File: src/rtl/id_ex_stage.sv
// ID/EX pipeline register plus EX-stage operand selection and load-use hazard detection.
// Latency: one cycle from ID inputs to EX outputs; EX outputs are combinational from the register and M/W inputs.
// Backpressure: stall holds the register; load_hazard (combinational) tells ID/IF to hold while a bubble enters.
//
// Optional feature macro: IDEX_FWD_EN
//   defined   : EX/MEM and MEM/WB results are forwarded into the EX operands; only
//               load-use dependencies against the EX register raise load_hazard.
//   undefined : operands come straight from the register file read data; load_hazard
//               fires on any RAW dependency against the EX register or EX/MEM.
//
// Ports
//   clk, rst                 clock (rising edge), synchronous active-high reset
//   stall, flush             hold the register / replace the incoming instruction with a bubble
//   d_*                      decoded instruction from ID (valid, operands, indices, control)
//   m_wreg, m_rn, m_alu      EX/MEM writeback info
//   w_wreg, w_rn, w_data     MEM/WB writeback info
//   load_hazard              ID/IF must hold this cycle
//   alu_a, alu_b, aluc       ALU operands and opcode
//   e_valid, e_wreg, e_m2reg, e_wmem, e_rn, e_store   EX-stage control passed down the pipe

module id_ex_stage (
    input  logic        clk,
    input  logic        rst,
    input  logic        stall,
    input  logic        flush,
    input  logic        d_valid,
    input  logic [31:0] d_qa,
    input  logic [31:0] d_qb,
    input  logic [31:0] d_imm,
    input  logic [4:0]  d_sa,
    input  logic [4:0]  d_rs,
    input  logic [4:0]  d_rt,
    input  logic [4:0]  d_rn,
    input  logic [3:0]  d_aluc,
    input  logic        d_aluimm,
    input  logic        d_shift,
    input  logic        d_wreg,
    input  logic        d_m2reg,
    input  logic        d_wmem,
    input  logic        m_wreg,
    input  logic [4:0]  m_rn,
    input  logic [31:0] m_alu,
    input  logic        w_wreg,
    input  logic [4:0]  w_rn,
    input  logic [31:0] w_data,
    output logic        load_hazard,
    output logic [31:0] alu_a,
    output logic [31:0] alu_b,
    output logic [3:0]  aluc,
    output logic        e_valid,
    output logic        e_wreg,
    output logic        e_m2reg,
    output logic        e_wmem,
    output logic [4:0]  e_rn,
    output logic [31:0] e_store
);

    typedef struct packed {
        logic        valid;
        logic [31:0] qa;
        logic [31:0] qb;
        logic [31:0] imm;
        logic [4:0]  sa;
        logic [4:0]  rs;
        logic [4:0]  rt;
        logic [4:0]  rn;
        logic [3:0]  aluc;
        logic        aluimm;
        logic        shift;
        logic        wreg;
        logic        m2reg;
        logic        wmem;
    } idex_t;

    idex_t ex_q;
    idex_t ex_d;

    logic [31:0] fa;
    logic [31:0] fb;
    logic        hazard_raw;

    // The instruction in EX writes a register that the instruction in ID reads.
    // Register 0 is hard-wired, so it never creates a dependency.
    logic e_hit;
    assign e_hit = (ex_q.rn != 5'd0) && ((ex_q.rn == d_rs) || (ex_q.rn == d_rt));

`ifdef IDEX_FWD_EN
    // Forwarding source for one EX operand; EX/MEM is younger than MEM/WB so it wins.
    function automatic logic [31:0] fwd_sel(input logic [4:0] idx, input logic [31:0] rf_val);
        if (m_wreg && (m_rn != 5'd0) && (m_rn == idx))
            return m_alu;
        else if (w_wreg && (w_rn != 5'd0) && (w_rn == idx))
            return w_data;
        else
            return rf_val;
    endfunction

    assign fa = fwd_sel(ex_q.rs, ex_q.qa);
    assign fb = fwd_sel(ex_q.rt, ex_q.qb);

    // Only a load in EX cannot be covered by forwarding: its data exists one stage later.
    assign hazard_raw = ex_q.valid && ex_q.m2reg && e_hit;
`else
    // Without forwarding the consumer waits until the producer has reached WB; the
    // register file writes in the first half-cycle, so a WB producer is already visible.
    logic m_hit;
    assign m_hit = m_wreg && (m_rn != 5'd0) && ((m_rn == d_rs) || (m_rn == d_rt));

    assign fa = ex_q.qa;
    assign fb = ex_q.qb;

    assign hazard_raw = (ex_q.valid && ex_q.wreg && e_hit) || m_hit;

    // Writeback data paths only matter when forwarding is built in.
    logic unused_fwd_inputs;
    assign unused_fwd_inputs = ^{m_alu, w_wreg, w_rn, w_data};
`endif

    // A squashed instruction cannot depend on anything, so flush masks the hazard.
    assign load_hazard = d_valid && !flush && hazard_raw;

    // Next-state: hold beats bubble beats load. Stall with flush holds; the flush
    // owner re-asserts once the stall drops.
    always_comb begin
        ex_d = ex_q;
        if (!stall) begin
            if (flush || load_hazard) begin
                ex_d = '0;
            end else begin
                ex_d.valid  = d_valid;
                ex_d.qa     = d_qa;
                ex_d.qb     = d_qb;
                ex_d.imm    = d_imm;
                ex_d.sa     = d_sa;
                ex_d.rs     = d_rs;
                ex_d.rt     = d_rt;
                ex_d.rn     = d_rn;
                ex_d.aluc   = d_aluc;
                ex_d.aluimm = d_aluimm;
                ex_d.shift  = d_shift;
                ex_d.wreg   = d_wreg;
                ex_d.m2reg  = d_m2reg;
                ex_d.wmem   = d_wmem;
            end
        end
    end

    always_ff @(posedge clk) begin
        if (rst)
            ex_q <= '0;
        else
            ex_q <= ex_d;
    end

    // Shifts take the amount from the instruction field, zero-extended.
    assign alu_a   = ex_q.shift  ? {27'b0, ex_q.sa} : fa;
    assign alu_b   = ex_q.aluimm ? ex_q.imm : fb;
    // Stores always need the (forwarded) rt value, even though alu_b carries the offset.
    assign e_store = fb;
    assign aluc    = ex_q.aluc;
    assign e_valid = ex_q.valid;
    assign e_wreg  = ex_q.wreg;
    assign e_m2reg = ex_q.m2reg;
    assign e_wmem  = ex_q.wmem;
    assign e_rn    = ex_q.rn;

endmodule

File: config.mk
export PLATFORM = sky130hd
export DESIGN_NAME = id_ex_stage
export DESIGN_NICKNAME = d
export VERILOG_FILES = /design/src/rtl/id_ex_stage.sv
export SDC_FILE = /design/constraint.sdc
export NUM_CORES = 1
export LEC_CHECK = 0
export ABC_AREA = 1
export CORE_ASPECT_RATIO = 0.9
export CORE_MARGIN = 2
export CORE_UTILIZATION = 38
export CTS_CLUSTER_DIAMETER = 200
export DETAILED_ROUTE_END_ITERATION = 16
export PLACE_DENSITY = 0.77
export SETUP_SLACK_MARGIN = 0.5
export SKIP_LAST_GASP = 1
export SLEW_MARGIN = 15
export SYNTH_ARGS = -nofsm -noshare
export SYNTH_HDL_FRONTEND = slang
export SYNTH_SLANG_ARGS = --single-unit
File: constraint.sdc
create_clock -name clk -period 1.5 [get_ports clk]
set_clock_uncertainty 0.05 [all_clocks]
set_input_delay 0.15 -clock clk [delete_from_list [all_inputs] [get_ports clk]]
set_output_delay 0.15 -clock clk [all_outputs]
set_load 0.01 [all_outputs]
==> results of run 1 <==
layer usage:
metal  up-vias  routed length, microns  track usage
li1       3485                       -            -
met1      3115                    9030        0.263
met2       187                    9950        0.361
met3        17                    1260       0.0615
met4         2                     251       0.0556
met5         -                      16            0
cell usage after synthesis:
master / instances
xor2_1: 1
nor3_1: 1
a21oi_2: 40
dfxtp_1: 116
nand4_1: 2
buf_1: 6
mux2_2: 37
buf_2: 12
o21ai_0: 1
inv_2: 6
nand3_2: 40
nor2_1: 156
inv_1: 161
clkbuf_1: 48
buf_12: 5
nand3_1: 81
nand2_4: 1
a21oi_1: 76
buf_4: 41
nand2_1: 162
xnor2_1: 4
worst max-delay path, cell delays in order, from the launching register on:
cell,delay (ps)
dfxtp_4,380
inv_2,30
nand2_1,50
nand2_1,50
nor2_1,120
nand3_1,80
nand2_1,70
nand2_2,60
nand2_2,80
nand2_4,80
inv_2,60
buf_6,90
stage by stage:
step	TNS, ps	total power [mW]	utilization	hold slack (ps)
2_1_floorplan	0	4.21	-	295
3_3_place_gp	-61020	4.99	0.563	398
3_5_place_dp	-64060	5.01	0.563	405
4_1_cts	-28480	9.49	0.621	14.2
5_1_grt	-42530	9.78	0.626	33.2
6_report	-20200	9.42	0.626	40.9
worst paths after layout:
kind,to,cells past startpoint,from
worst max-delay path,load_hazard,11,e_rn[0]
worst max register to register,e_rn[4],13,e_rn[0]
worst min-delay path,e_rn[0],3,stall
worst min register to register,ex_q[43],2,ex_q[43]
registers in the layout, indices dropped and copies added, names as in the netlist:
register	cells
aluc	4
e_m2reg	1
e_rn	5
e_store	32
e_valid	1
e_wmem	1
e_wreg	1
ex_q	39
fa	32
cells by family (layout without fill, tap and decap cells):
family	count (synthesis)	count (layout)	synth area share
xor+xnor	5	5	0.00640
compound gates	117	117	0.107
buf+inv	279	522	0.190
flops	116	116	0.339
mux	37	37	0.0609
simple gates	443	443	0.296
final cells by class:
type | count | area, sq um | area share
tap | 240 | 300 | 0.0272
clock inverter | 9 | 150 | 0.0136
timing repair buffer | 324 | 3570 | 0.324
clock buffer | 22 | 484 | 0.0439
sequential | 116 | 2350 | 0.213
inverter | 167 | 629 | 0.0571
multi-input combinational | 602 | 3540 | 0.321
power groups by stage:
stage	combinational [mW]	clock [mW]	sequential, mW
final	1.77	4.37	3.28
after global routing	1.91	4.57	3.30
after CTS	1.76	4.45	3.29
after detailed placement	1.65	0	3.35
after global placement	1.64	0	3.35
after floorplan	0.883	0	3.33
timing repair:
action                                  CTS  global route
endpoints found under the hold margin     0             0
setup buffers                            16             3
cloned                                    4             0
pin swaps                                 9             8
endpoints found under the setup margin  226           226
gates resized for setup                 377            16
==> flow_summary.yaml, run 1 <==
final_layout:
  diodes: 0
  fillers: 1519
  fin_cells: 1480
  nets: 1434
  syn2layout_area_growth_pct: 61.1
  most-common-layout-cells: "175 x clkdlybuf4s50_1, 160 x nand2_1, 158 x inv_1"
  layout_commonest_cell: "clkdlybuf4s50_1"
  drive_gt1_frac: 0.276
  fin_area_sq_um: 11000
cts:
  clk_latency_ps: 400
  cts_sinks: 116
  cts_made_buffers: 17
  clock_path_buffers: 2
  cts_tree: "done"
  clkTransAtPathRegs_ps: 60
  cts_root_buf: "clkbuf_16"
  ctsHoldBuffers: 0
  cts.htree.levels: 4
sta:
  rsz0062_at_grt: "yes"
  tightest_slew_ps: 307
  worst_slack_ps: -249
  setup_viol: 190
  relSlewSlack: 0.795
  finalMaxSlewViolations: 0
  hold_viol: 0
  fmax_mhz: 572
  fin_crit_ps: 1750
  fin_crit_sh: 1.17
logic_synthesis:
  syn_inst: 997
  synth-seq-cells: 116
  yosysSeqAreaShare: 0.339
  synth_top_area_share: 0.339
  ys_types: 21
  ys_top_cells_by_area: "dfxtp_1 34%, nand2_1 8.9%, inv_1 8.8%, nor2_1 8.6%, mux2_2 6.1%"
  synth_nets: 1203
  syn_area_per_cell_sq_um: 6.86
  ys_warn_count: 0
  syn_area_sq_um: 6840
  yosys.area.top_type: "dfxtp_1"
placement:
  gp_congestion: 0.882
  dp_hpwl_mm: 14.2
  place_ws_ps: -638
  place_inst: 1426
  dpl_cell_area_sq_um: 9920
  port_buffers: 245
detailed_routing:
  route.vias.total: 6806
  drc_errors: 0
  via_per_inst: 4.60
  drt_iter0_drc: 309
  wl_mm: 20.5
  wl_per_cell_microns: 13.9
  dr.pass1.iters: 4
  ant_nets: 0
floorplan:
  ios: 316
  start_util: 0.389
  coreArea_sq_um: 17600
  die_y_microns: 131
  fp.dieW_microns: 145
  core.rowCount: 46
  fp.dieArea_sq_um: 19100
grt:
  overflow: 0
  antenna_found_initial: 1
  grt_usage: 0.212
  grt_max_degree: 63
  grt_pass1_vias: 6771
  grt_pass1_wl_mm: 33.4
worst_setup_path:
  cp.arrival_ps: 1550
  worstPathMaxFanout: 7
  reg2reg_slack_ps: -160
  crit_path_end_kind: "primary output"
  cp.required_ps: 1300
  crit_type: "reg2out"
  cp-start-kind: "flop"
power_and_ir_drop:
  power_switching_mw: 2.28
  switching_share: 0.242
  p_leak_nw: 4.79
  power_frac_seq: 0.348
  combPwrFrac: 0.188
  ir_drop_mv: 0.720
  p_int_mw: 7.14
  p_per_area_nw_per_um2: 854
  clkPwrFrac: 0.464
outcome:
  status: "finished, violations left"
  violations: "setup timing"
flow_run:
  max_cap_viol_count: 0
worst_hold_path:
  hp-class: "in2reg"
Note: power is estimated with default switching activity, not from simulation.
==> inputs of run 2 (changes only) <==
ABC_CLOCK_PERIOD_IN_PS = 1500   (was default)
==> results of run 2 <==
Same layout as run 1: the final DEF is identical, and so are final timing and power.
==> inputs of run 3 (changes only) <==
PLACE_DENSITY = 0.78   (was 0.77)
==> flow_summary.yaml, run 3 (synthesis gave the netlist of run 1 again) <==
outcome:
  status: "finished, violations left"
  violations: "setup timing"
cts:
  cts_made_buffers: 17
  clock_path_buffers: 2
  clkTransAtPathRegs_ps: 60
  cts_sinks: 116
  cts_tree: "done"
  cts_root_buf: "clkbuf_16"
  cts.htree.levels: 4
  clk_latency_ps: 410
detailed_routing:
  route.met3.wl_mm: 1.30
  drc_errors: 0
  dr.pass1.iters: 6
  via_per_inst: 4.71
  highest_layer: "met4"
  wl_mm: 21.5
  route.vias.total: 6998
  drt_iter0_drc: 324
  met1_length_mm: 9.39
  ant_nets: 0
  wl_met2_mm: 10.4
  wl_per_cell_microns: 14.5
sta:
  rsz0062_at_grt: "yes"
  hold_viol: 0
  fin_crit_sh: 1.20
  worst_slack_ps: -307
  tightest_slew_ps: 347
  fin_setup_tns_ps: -34630
  relSlewSlack: 0.769
  fmax_mhz: 553
  fin_crit_ps: 1810
  setup_viol: 165
  finalMaxSlewViolations: 0
worst_setup_path:
  cp.required_ps: 1740
  rr_startpoint: "e_rn[0]"
  crit_chain: "inv_2 -> nand2_1 -> nand2_1 -> nor2_1 -> nand3_1 -> nand2_1 -> nand2_2 -> nand2_2 -> nand2_4 -> buf_4 -> buf_12 -> clkbuf_16 -> nand3_1 -> a21oi_1"
  crit_type: "reg2reg"
  cp_slowest_stage_delay_ps: 380
  crit_path_end_kind: "flop"
  path_buf_inv: 4
  path_common_cell: "nand2_1"
  cp_slowest_cell: "dfxtp_4"
  cp-start-kind: "flop"
  cpLargestDelayFamily: "simple AND/OR/NAND/NOR gates"
  reg2reg_slack_ps: -310
  cp.arrival_ps: 2050
  reg2regPathDepth: 14
  rr_endpoint: "ex_q[36]"
  worstPathMaxFanout: 10
worst_hold_path:
  hold_end: "e_store[19]"
  hp-class: "in2reg"
  worstHoldStart: "rst"
  whs_path_depth: 2
flow_run:
  max_cap_viol_count: 0
floorplan:
  start_util: 0.389
  die_y_microns: 131
  coreArea_sq_um: 17600
  fp.dieArea_sq_um: 19100
  ios: 316
  fp.dieW_microns: 145
  core.rowCount: 46
grt:
  overflow: 0
  grt_usage: 0.211
  grt_max_degree: 48
  antenna_found_initial: 0
  grt_pass1_wl_mm: 33.1
  grt_pass1_vias: 6543
power_and_ir_drop:
  p_per_area_nw_per_um2: 790
  finalPower_mw: 8.88
  ir_drop_mv: 0.727
  p_leak_nw: 4.96
final_layout:
  most-common-layout-cells: "160 x nand2_1, 158 x inv_1, 139 x buf_6"
  fin_util: 0.638
  regMostFlops: "ex_q"
  nets: 1441
  syn2layout_area_growth_pct: 64.1
  drive_gt1_frac: 0.351
  largest_register_ff_count: 39
  fin_cells: 1487
  layout_commonest_cell: "nand2_1"
  diodes: 0
placement:
  place_inst: 1412
  gp_congestion: 0.821
  port_buffers: 245
  dp_hpwl_mm: 14.1
## run 3: changes by cell type in the layout (fill, tap and decap cells not counted), sizes merged
cell and delta:
clkinv +4, bufinv -3, clkdlybuf4s50 -42, buf +47, clkdlybuf4s15 -1, clkbuf +2
## run 3: final cells by class
type,instances,area (sq um)
Clock buffer,21,460
Clock inverter,10,83.8
Fill cell,1457,6380
Inverter,167,629
Multi-Input combinational cell,602,3610
Sequential cell,116,2400
Tap cell,240,300
Timing Repair Buffer,331,3750
## run 3: repair_timing
| action | 4_1_cts | 5_1_grt |
|---|---|---|
| resized for setup | 621 | 67 |
| pin swaps | 6 | 15 |
| buffers inserted | 27 | 10 |
| setup endpoints to repair | 226 | 226 |
| gates cloned | 3 | 4 |
| hold buffers | 0 | 0 |
## run 3: stage by stage
step | worst slack [ps] | area, sq um | hold slack (ps)
floorplan | 41.5 | 7270 | 295
global placement | -639 | 9700 | 396
detailed placement | -637 | 9700 | 404
CTS | -295 | 10800 | 33.1
global route | -428 | 11200 | 47.2
finish | -307 | 11200 | 54.8
## run 3: metal layers
layer,GRT usage,up-vias
met5,0,-
met4,0.0621,0
met3,0.0580,31
met2,0.354,213
met1,0.266,3243
li1,-,3511
## run 3: worst max-delay path by stage
stage                     depth (start not counted)     from  slack (ps)           to
after floorplan                                  13  e_rn[3]          40  e_store[10]
after global placement                           12  m_rn[4]        -640  load_hazard
after detailed placement                         12  m_rn[4]        -640  load_hazard
after CTS                                        11  e_rn[2]        -300  load_hazard
after global routing                             14  e_rn[0]        -430      e_rn[2]
final                                            14  e_rn[0]        -310     ex_q[36]
## run 3: power by group
group          switching, mW  internal, mW  leakage (nW)
clock                   1.45          2.34         0.268
combinational          0.788          1.00          3.72
sequential            0.0919          3.21         0.969
